$ cat src/rtl/pixel_fmt_conv.sv
// rtl/pixel_fmt_conv.sv - two-stage pipelined packed-RGB to wide-RGB format converter
//
// Purpose:
//   Expands a packed {R,G,B} pixel (R in MSBs) to three CH_OUT_W-bit channels.
//   Fill modes: 00 zero-pad, 01/11 MSB-replicate, 10 greyscale {Y,Y,Y}.
//   Valid/ready stream on both sides with sof/eol sideband delayed alongside.
//
// Optional build macro:
//   PIXEL_FMT_CONV_STATS_EN - adds pix_cnt / frame_cnt output counters.
//
// Ports:
//   clk, rst                 pixel clock, asynchronous active-high reset
//   s_valid/s_ready/s_data   input pixel stream, s_data = {R,G,B}
//   s_sof/s_eol              input sideband, travels with the pixel
//   mode                     fill mode, sampled per pixel on the input beat
//   m_valid/m_ready/m_data   output pixel stream, m_data = {R,G,B}
//   m_sof/m_eol              output sideband aligned with m_data
//   pix_cnt/frame_cnt        (stats build only) output beat / frame counters

module pixel_fmt_conv #(
  parameter int R_IN_W   = 5,
  parameter int G_IN_W   = 6,
  parameter int B_IN_W   = 5,
  parameter int CH_OUT_W = 8,
  localparam int IN_W    = R_IN_W + G_IN_W + B_IN_W
) (
  input  logic                  clk,
  input  logic                  rst,
  input  logic                  s_valid,
  output logic                  s_ready,
  input  logic [IN_W-1:0]       s_data,
  input  logic                  s_sof,
  input  logic                  s_eol,
  input  logic [1:0]            mode,
  output logic                  m_valid,
  input  logic                  m_ready,
  output logic [3*CH_OUT_W-1:0] m_data,
  output logic                  m_sof,
`ifdef PIXEL_FMT_CONV_STATS_EN
  output logic                  m_eol,
  output logic [31:0]           pix_cnt,
  output logic [15:0]           frame_cnt
`else
  output logic                  m_eol
`endif
);

  localparam logic [1:0] MODE_ZERO = 2'b00;
  localparam logic [1:0] MODE_GREY = 2'b10;

  // Expands the low w bits of v into CH_OUT_W bits, MSB-aligned. The fill
  // bits are either zero or the top bits of the channel repeated. Because
  // CH_OUT_W <= 2*w, a single repeat always suffices.
  function automatic logic [CH_OUT_W-1:0] expand(input logic [CH_OUT_W-1:0] v,
                                                 input int w,
                                                 input logic rep);
    logic [CH_OUT_W-1:0] o;
    o = '0;
    for (int i = 0; i < CH_OUT_W; i++) begin
      if (i < w)
        o[CH_OUT_W-1-i] = v[w-1-i];
      else if (rep)
        o[CH_OUT_W-1-i] = v[2*w-1-i];
    end
    return o;
  endfunction

  // Handshake / advance control
  logic v1, v2;
  logic adv1, adv2;
  logic in_xfer;

  assign adv2    = !v2 || m_ready;
  assign adv1    = !v1 || adv2;
  assign s_ready = adv1;
  assign in_xfer = s_valid && s_ready;
  assign m_valid = v2;

  // Channel unpacking, right-aligned into CH_OUT_W bits for the expander
  logic [R_IN_W-1:0]   r_in;
  logic [G_IN_W-1:0]   g_in;
  logic [B_IN_W-1:0]   b_in;
  logic [CH_OUT_W-1:0] r_ext, g_ext, b_ext;
  logic                rep_sel;
  logic [CH_OUT_W-1:0] r_exp, g_exp, b_exp;

  assign r_in  = s_data[IN_W-1 -: R_IN_W];
  assign g_in  = s_data[B_IN_W +: G_IN_W];
  assign b_in  = s_data[B_IN_W-1:0];
  assign r_ext = CH_OUT_W'(r_in);
  assign g_ext = CH_OUT_W'(g_in);
  assign b_ext = CH_OUT_W'(b_in);

  // Greyscale is computed on replicated values, so only mode 00 zero-pads
  assign rep_sel = (mode != MODE_ZERO);
  assign r_exp   = expand(r_ext, R_IN_W, rep_sel);
  assign g_exp   = expand(g_ext, G_IN_W, rep_sel);
  assign b_exp   = expand(b_ext, B_IN_W, rep_sel);

  // Stage 1: expanded channels plus sideband and mode
  logic [CH_OUT_W-1:0] r1, g1, b1;
  logic                sof1, eol1;
  logic [1:0]          mode1;

  always_ff @(posedge clk or posedge rst) begin
    if (rst) begin
      v1    <= 1'b0;
      r1    <= '0;
      g1    <= '0;
      b1    <= '0;
      sof1  <= 1'b0;
      eol1  <= 1'b0;
      mode1 <= 2'b00;
    end else if (adv1) begin
      v1 <= s_valid;
      if (s_valid) begin
        r1    <= r_exp;
        g1    <= g_exp;
        b1    <= b_exp;
        sof1  <= s_sof;
        eol1  <= s_eol;
        mode1 <= mode;
      end
    end
  end

  // Stage 2 combinational: luma (R + 2G + B) / 4, truncated
  logic [CH_OUT_W+1:0] y_sum;
  logic [CH_OUT_W-1:0] y_val;
  logic [3*CH_OUT_W-1:0] s2_data;

  assign y_sum = {2'b00, r1} + {1'b0, g1, 1'b0} + {2'b00, b1};
  assign y_val = y_sum[CH_OUT_W+1:2];

  always_comb begin
    s2_data = {r1, g1, b1};
    if (mode1 == MODE_GREY)
      s2_data = {y_val, y_val, y_val};
  end

  // Stage 2 register: holds m_data/m_sof/m_eol stable while stalled
  always_ff @(posedge clk or posedge rst) begin
    if (rst) begin
      v2     <= 1'b0;
      m_data <= '0;
      m_sof  <= 1'b0;
      m_eol  <= 1'b0;
    end else if (adv2) begin
      v2 <= v1;
      if (v1) begin
        m_data <= s2_data;
        m_sof  <= sof1;
        m_eol  <= eol1;
      end
    end
  end

`ifdef PIXEL_FMT_CONV_STATS_EN
  // A start-of-frame beat is the first pixel of its frame, hence the load of 1
  always_ff @(posedge clk or posedge rst) begin
    if (rst) begin
      pix_cnt   <= 32'd0;
      frame_cnt <= 16'd0;
    end else if (m_valid && m_ready) begin
      if (m_sof) begin
        pix_cnt   <= 32'd1;
        frame_cnt <= frame_cnt + 16'd1;
      end else begin
        pix_cnt <= pix_cnt + 32'd1;
      end
    end
  end
`endif

endmodule

$ cat config.mk
export PLATFORM = sky130hd
export DESIGN_NAME = pixel_fmt_conv
export DESIGN_NICKNAME = d
export VERILOG_FILES = /design/src/rtl/pixel_fmt_conv.sv
export SDC_FILE = /design/constraint.sdc
export NUM_CORES = 1
export LEC_CHECK = 0
export BUFFER_PORTS_ARGS = -buffer_cell sky130_fd_sc_hd__buf_2
export CELL_PAD_IN_SITES_DETAIL_PLACEMENT = 1
export CELL_PAD_IN_SITES_GLOBAL_PLACEMENT = 2
export CORE_MARGIN = 1.5
export CORE_UTILIZATION = 35
export DETAILED_ROUTE_END_ITERATION = 7
export PLACE_DENSITY = 0.82
export SKIP_LAST_GASP = 1
export SLEW_MARGIN = 20
export SYNTH_ARGS = -nofsm -noshare
export SYNTH_HDL_FRONTEND = slang
export SYNTH_SLANG_ARGS = --single-unit
$ cat constraint.sdc
create_clock -name clk -period 3.05 [get_ports clk]
set_clock_uncertainty 0.05 [all_clocks]
set_input_delay 0.305 -clock clk [delete_from_list [all_inputs] [get_ports clk]]
set_output_delay 0.305 -clock clk [all_outputs]
set_load 0.005 [all_outputs]
[After elaboration in Yosys (flattened, before gate mapping)]
Index checks and enable logic that the tools add are counted.
Cells by class
  equality and inequality tests: 1
  muxes and demuxes: 9
  reduce and logical (&&, ||, !) cells: 7
  add/subtract/negate cells: 2
Operators by type and width (count)
  $mux W24: 1
  $add A10 B8 Y10: 1
  $add A8 B9 Y10: 1
  $mux W1: 8
  $reduce_and A2 Y1: 2
  $eq A2 B2 Y1 const B: 1
  $logic_not A1 Y1: 2
  $logic_or A1 B1 Y1: 2
  $reduce_bool A2 Y1: 1
Word-level totals
  input bits: 24
  register bits: 56
  logic and storage cells: 30

[Depth between registers and ports, before layout]
Gate-level depths: netlist of run 1.
  depth after elaboration: 4
  gate-level depth with buffers: 10
  depth with buffers taken out: 10

[Worst setup path after synthesis of run 1]
OpenSTA, ideal clock, no wires.
  kind: flip-flop to flip-flop
  start point: register r1[1]
  end point: register m_data[15]
  path buffers: 0
  data required time: 2869 ps
  arrival: 2198 ps
  setup time: 131 ps
  path slack: 671 ps
  stages on the path, launching flop included: 11
  cells stage by stage: dfrtp_1 > inv_1 > fa_1 > nand3b_1 > fa_1 > nor2b_4 > o21ai_2 > nand2b_1 > a221o_1 > a211oi_2 > nor3_1
Between the ends
  word-level cells in the longest chain between the ends: 3
Ends and longest elaborated chain
  start, declared: RTL line 101  | logic [CH_OUT_W-1:0] r1, g1, b1;
  start signal, assigned: RTL line 117  | r1 <= r_exp;
  $add A8 B9 Y10: RTL line 132  | assign y_sum = {2'b00, r1} + {1'b0, g1, 1'b0} + {2'b00, b1};
  $add A10 B8 Y10: RTL line 132
  $mux W24: RTL line 137  | if (mode1 == MODE_GREY)
  end signal, assigned: RTL line 151  | m_data <= s2_data;
  end, declared: RTL line 37  | output logic [3*CH_OUT_W-1:0] m_data,
Every way passes these cells.
A chain may end at the register's enable or synchronous reset.

[Worst setup path after layout of run 1]
  start point: register r1[1]
  end point: register m_data[21]
The elaborated chain is that of the path after synthesis.

==> results.cfg, run 1 <==
[status]
status = finished clean

[floorplan]
initial_core_util_pct = 36.5
coreArea_um2 = 7330
fp.dieH_um = 90.4
row_count = 31
die_area_um2 = 8180
die_x_um = 90.4
io-pin-count = 52

[synth]
synth_seq_cells = 56
avgSynthCellArea_um2 = 10.5
yosys.area.top_type = dfrtp_1
ys_seq_area_share_pct = 52.4
syn_inst = 255
synth_warnings = 0
yosys.area.top_type_share_pct = 52.4
synth_cell_types = 30
synth_area_leaders = dfrtp_1, mux2_2, fa_1, nand2_1, a21oi_1
syn_area_um2 = 2680
synthesis.nets = 294

[layout]
final_cell_mix = dfrtp_1, buf_2, nand2_1
nFillCells = 856
diodes = 0
synthToLayoutAreaGrowth_pct = 17.9
final_common_cell = dfrtp_1
fin_nets = 346
drive_gt1_share_pct = 29.3

[detailed_routing]
firstDrtPassIters = 4
post_drt_wl_per_cell_um = 15.7
drt_iter0_markers = 72
wl_um = 6380
viasPerCell = 4.99
remaining_drc_errors = 0
num_vias = 2024
antenna_left = 0

[global_routing]
overflow = 0
grtUsageTotal_pct = 17.1
grt_pass1_wl_um = 11100
grt_pass1_vias = 2257
grt_max_degree = 44
antenna_found_initial = 0

[worst_hold_path]
hold_depth = 2
min_from = s_valid
holdCritPathClass = input port to flip-flop

[sta]
fmax_ghz = 0.383
finalHoldViolations = 0
worstMarginPinSlew_ps = 656
max-slew-margin-rel_pct = 56.3
finalCritPeriodShare_pct = 85.7
setup-tns-final_ps = 0
min_period_ps = 2610
final_max_slew_viol_count = 0
rsz0062_at_grt = false
setup_viol = 0

[critical_path]
cpMostUsedCell = fa_1
crit_path_start_kind = flip-flop
critPathSlowestCell = fa_1
crit_path_end_kind = flip-flop
critPathKind = flip-flop to flip-flop
path_max_fanout = 3
crit_chain = inv_1 > fa_1 > nand3b_1 > fa_1 > nor2b_4 > o21ai_2 > nand2b_1 > a31oi_1 > xor2_1 > o22ai_1
crit_start = r1[1]
arrival_ps = 2750
worst_r2r_path_depth = 10
crit_required_ps = 3180
timing.rr.start = r1[1]
cp_slowest_stage_delay_ps = 460

[placed_design]
dp_hpwl_um = 4810
io_buffers = 51
routabilityCongestion = 0.833

[clock_tree]
cts_resized = 0
clk_latency_ps = 300
postCtsSetupBuffers = 0
clock_sinks = 56
numCtsBuffers = 5
htree_levels = 2
cts_tree = done
cts-root-buf = clkbuf_8
path_clk_slew_ps = 90
clockBufferDepth = 2
postCtsHoldBufs = 1

[pwr]
internal_power_mw = 1.49
p_seq_share_pct = 44.7
power_density_nw_per_um2 = 724
static-leakage-power_nw = 1.46
p_sw_share_pct = 34.9
power_frac_comb_pct = 36.4
power.switching_uw = 798
finalPower_mw = 2.28
clockPowerShare_pct = 18.9
ir_drop_v = 0.000257

[flow_run]
drv_cap = 0
==> cell usage after synthesis, drive strengths merged <==
cell type and instances:
and2 1, a221o 1, a31oi 3, nand3b 2, and3 1, inv 6
or2 1, a21o 2, dfrtp 56, buf 3, o22ai 3, xor2 3
a211oi 2, fa 8, ha 7, mux2 20, a21oi 28, o21ai 18
clkbuf 10, nor2 17, or3 1, nor3 8, nand2 40, nand3 6
nor2b 3, nand2b 5
==> stage by stage <==
step           cells  setup slack [ps]  util (%)  area, um2  hold slack, ps
2_1_floorplan    255               671         -       2680             363
3_3_place_gp     398               533      41.6       3050             214
3_5_place_dp     398               437      41.6       3050             223
4_1_cts          406               411      43.0       3160             151
5_1_grt          406               216      43.0       3160             154
6_report         406               437      43.0       3160             157
==> state kept, by name (all words and copies together) (netlist names) <==
name,cells
sof1,1
r1,8
m_valid,1
eol1,1
m_data,24
mode1,2
g1,8
m_sof,1
v1,1
b1,8
m_eol,1
==> cell families after synthesis <==
group,Yosys count,synth area share [%]
AND/OR/NAND/NOR,85,14.3
flip-flops,56,52.4
XOR/XNOR,3,0.982
AO/OA/AOI/OAI,57,12.0
adder cells (fa/ha/maj),15,9.26
buffers and inverters,19,2.76
multiplexers,20,8.42
==> final cells by class <==
class                      instances  area, um2  share of cell area, %
multi-input combinational        180       1200                   38.1
tap                               99        124                   3.93
clock buffer                       7       96.3                   3.05
inverter                           6       22.5                  0.714
timing repair buffer              58        310                   9.83
sequential                        56       1400                   44.4
==> power by group through the flow <==
| stage | clock network, mW | logic (mW) | registers [mW] |
|---|---|---|---|
| after floorplan | 0 | 0.532 | 1.03 |
| after global placement | 0 | 0.802 | 1.04 |
| after detailed placement | 0 | 0.832 | 1.04 |
| after CTS | 0.457 | 0.841 | 1.03 |
| after global routing | 0.475 | 0.948 | 1.05 |
| final | 0.433 | 0.831 | 1.02 |
==> worst paths after layout <==
kind | endpoint | slack, ps
max | m_data[21] | 440
max in group asynchronous | g1[1] | 1670
min | v1 | 160
min reg2reg | m_data[8] | 430
max reg2reg | m_data[21] | 440
min in group asynchronous | g1[4] | 440
==> worst max-delay path, delay by kind of cell (launching register included) <==
kind	cells	cell delay (ps)
simple gates	3	510
compound gates	3	310
buf+inv	1	70
flops	1	380
fa+ha+maj	2	910
xor+xnor	1	260
==> per-layer routing <==
layer,track usage (%),vias to the layer above,wire length (um)
li1,-,967,-
met1,23.0,1009,2960
met2,28.0,38,3120
met3,3.54,10,211
met4,4.89,0,91
met5,0,-,0
(Power assumes the default switching activity.)
==> run 2: changes to the inputs <==
ABC_AREA = 1   (was not set)
CORE_UTILIZATION = 33   (was 35)
PLACE_DENSITY = 0.81   (was 0.82)
==> run 2 against run 1 <==
- critical path depth increased by 2
- power is 7.9% higher
- sequential power increased by 5%
- via count up 9.6%
- critical endpoint is now m_data[7]
- largest cell class unchanged
- largest power group unchanged
==> results.cfg, run 2 <==
[floorplan]
coreArea_um2 = 8130
row_count = 33
fp.dieH_um = 94.1
die_area_um2 = 8850
initial_core_util_pct = 33.7
die_x_um = 94.1
io-pin-count = 52

[synth]
synthFlopType = dfrtp_1
synth_seq_cells = 56
synth_area_leaders = dfrtp_1, nand2_1, a21oi_1, fa_1, nor2_1
yosys.area.top_type = dfrtp_1
yosysMostFrequentCell = nand2_1
ys_seq_area_share_pct = 51.2
synth_commonest_cells = nand2_1, dfrtp_1, a21oi_1
avgSynthCellArea_um2 = 8.80
synth_cell_types = 24
synthesis.nets = 350
syn_inst = 311
synth_warnings = 0
syn_area_um2 = 2740
synth-edff-count = 0
yosys.area.top_type_share_pct = 51.2
ys_async_sr_fraction_pct = 100

[pwr]
finalPower_mw = 2.46
power_density_nw_per_um2 = 773
static-leakage-power_nw = 1.64
ir_drop_v = 0.000179

[critical_path]
crit_required_ps = 3240
worst_r2r_path_depth = 12
path_max_fanout = 3
critPathKind = flip-flop to flip-flop
arrival_ps = 2550
crit_path_start_kind = flip-flop
crit_path_end_kind = flip-flop

[layout]
synthToLayoutAreaGrowth_pct = 16.4
largest_register_ffs = 24
drive_gt1_share_pct = 21.6
stdcell_area_um2 = 3190
instances_no_fill = 466
largest_register = m_data
fin_nets = 401
regArea_um2 = 1400
final_cell_mix = nand2_1, dfrtp_1, buf_2
multi_input_area_um2 = 1170
diodes = 0
nFillCells = 979
final_common_cell = nand2_1

[clock_tree]
cts_tree = done
postCtsSetupBuffers = 0
postCtsHoldBufs = 1
path_clk_slew_ps = 100
cts-root-buf = clkbuf_8
cts_resized = 0
numCtsBuffers = 5
clk_latency_ps = 300
clockBufferDepth = 2
htree_levels = 2
clock_sinks = 56

[detailed_routing]
antenna_left = 0
firstDrtPassIters = 4
num_vias = 2218
drt_iter0_markers = 70
wl_um = 6840
remaining_drc_errors = 0
post_drt_wl_per_cell_um = 14.7
viasPerCell = 4.76

[worst_hold_path]
hold_depth = 3
holdCritPathClass = input port to flip-flop

[sta]
whs_ps = 144
rsz0062_at_grt = false
setup_viol = 0
finalHoldViolations = 0
max-slew-margin-rel_pct = 46.4
worstMarginPinSlew_ps = 803
fmax_ghz = 0.425
final_max_slew_viol_count = 0
finalCritPeriodShare_pct = 77.2
setup-tns-final_ps = 0
min_period_ps = 2350

[global_routing]
grtUsageTotal_pct = 17.0
grt_pass1_vias = 2335
grt_pass1_wl_um = 11700
overflow = 0
antenna_found_initial = 0
grt_max_degree = 37

[placed_design]
dpl-instance-area_um2 = 3080
io_buffers = 51
routabilityCongestion = 0.786
dp_hpwl_um = 5040
dp_cells = 459

[flow_run]
drv_cap = 0

[status]
status = finished clean
-- run 2: area by class of cell --
type | count | share of cell area, %
clock buffers | 5 | 2.16
inverters | 23 | 2.75
repair buffers | 56 | 9.27
well taps | 105 | 4.12
clock inverters | 1 | 0.943
multi-input cells | 220 | 36.8
flip-flops and latches | 56 | 44.0
-- run 2: kinds of logic (layout without fill, tap and decap cells) --
| family | Yosys count | count (layout) | share of synthesized area (%) |
|---|---|---|---|
| AND/OR/NAND/NOR | 141 | 141 | 21.3 |
| adder cells (fa/ha/maj) | 15 | 15 | 9.05 |
| buffers and inverters | 35 | 85 | 6.03 |
| flip-flops | 56 | 56 | 51.2 |
| AO/OA/AOI/OAI | 63 | 63 | 12.1 |
| XOR/XNOR | 1 | 1 | 0.320 |
-- run 2: path summary, 6_finish.rpt --
kind / startpoint / to / slack (ps)
setup / recovery: r1[2] / m_data[7] / 700
hold / removal: s_data[0] / b1[3] / 140
setup reg to reg: r1[2] / m_data[7] / 700
hold reg to reg: mode1[0] / mode1[0] / 430
max in group asynchronous: rst / r1[4] / 1620
min in group asynchronous: rst / m_data[5] / 490
-- run 2: power breakdown --
group	internal (mW)	total (mW)	switching [mW]
logic	0.378	0.917	0.539
registers	0.939	1.07	0.133
clock network	0.236	0.476	0.239
-- run 2: worst max-delay path: stages, from the launching register on --
cell and delay (ps):
dfrtp_1 440, fa_1 590, inv_1 70, fa_1 450, inv_1 80, nand3_1 70
nand2_2 110, nand2_2 60, nand2_2 60, nand2_1 50, nand2_1 70, nand2_2 70
a21oi_1 120
-- run 2: metal layers --
layer / wire length (um) / track usage (%)
met5: 0 / 0
met4: 60 / 3.73
met3: 210 / 2.02
met2: 3170 / 28.1
met1: 3400 / 24.0
-- run 2: through the flow --
| stage | setup slack [ps] | utilization, % |
|---|---|---|
| after floorplan | 881 | - |
| after global placement | 774 | 37.8 |
| after detailed placement | 709 | 37.8 |
| after CTS | 686 | 39.2 |
| after global routing | 492 | 39.2 |
| final | 696 | 39.2 |
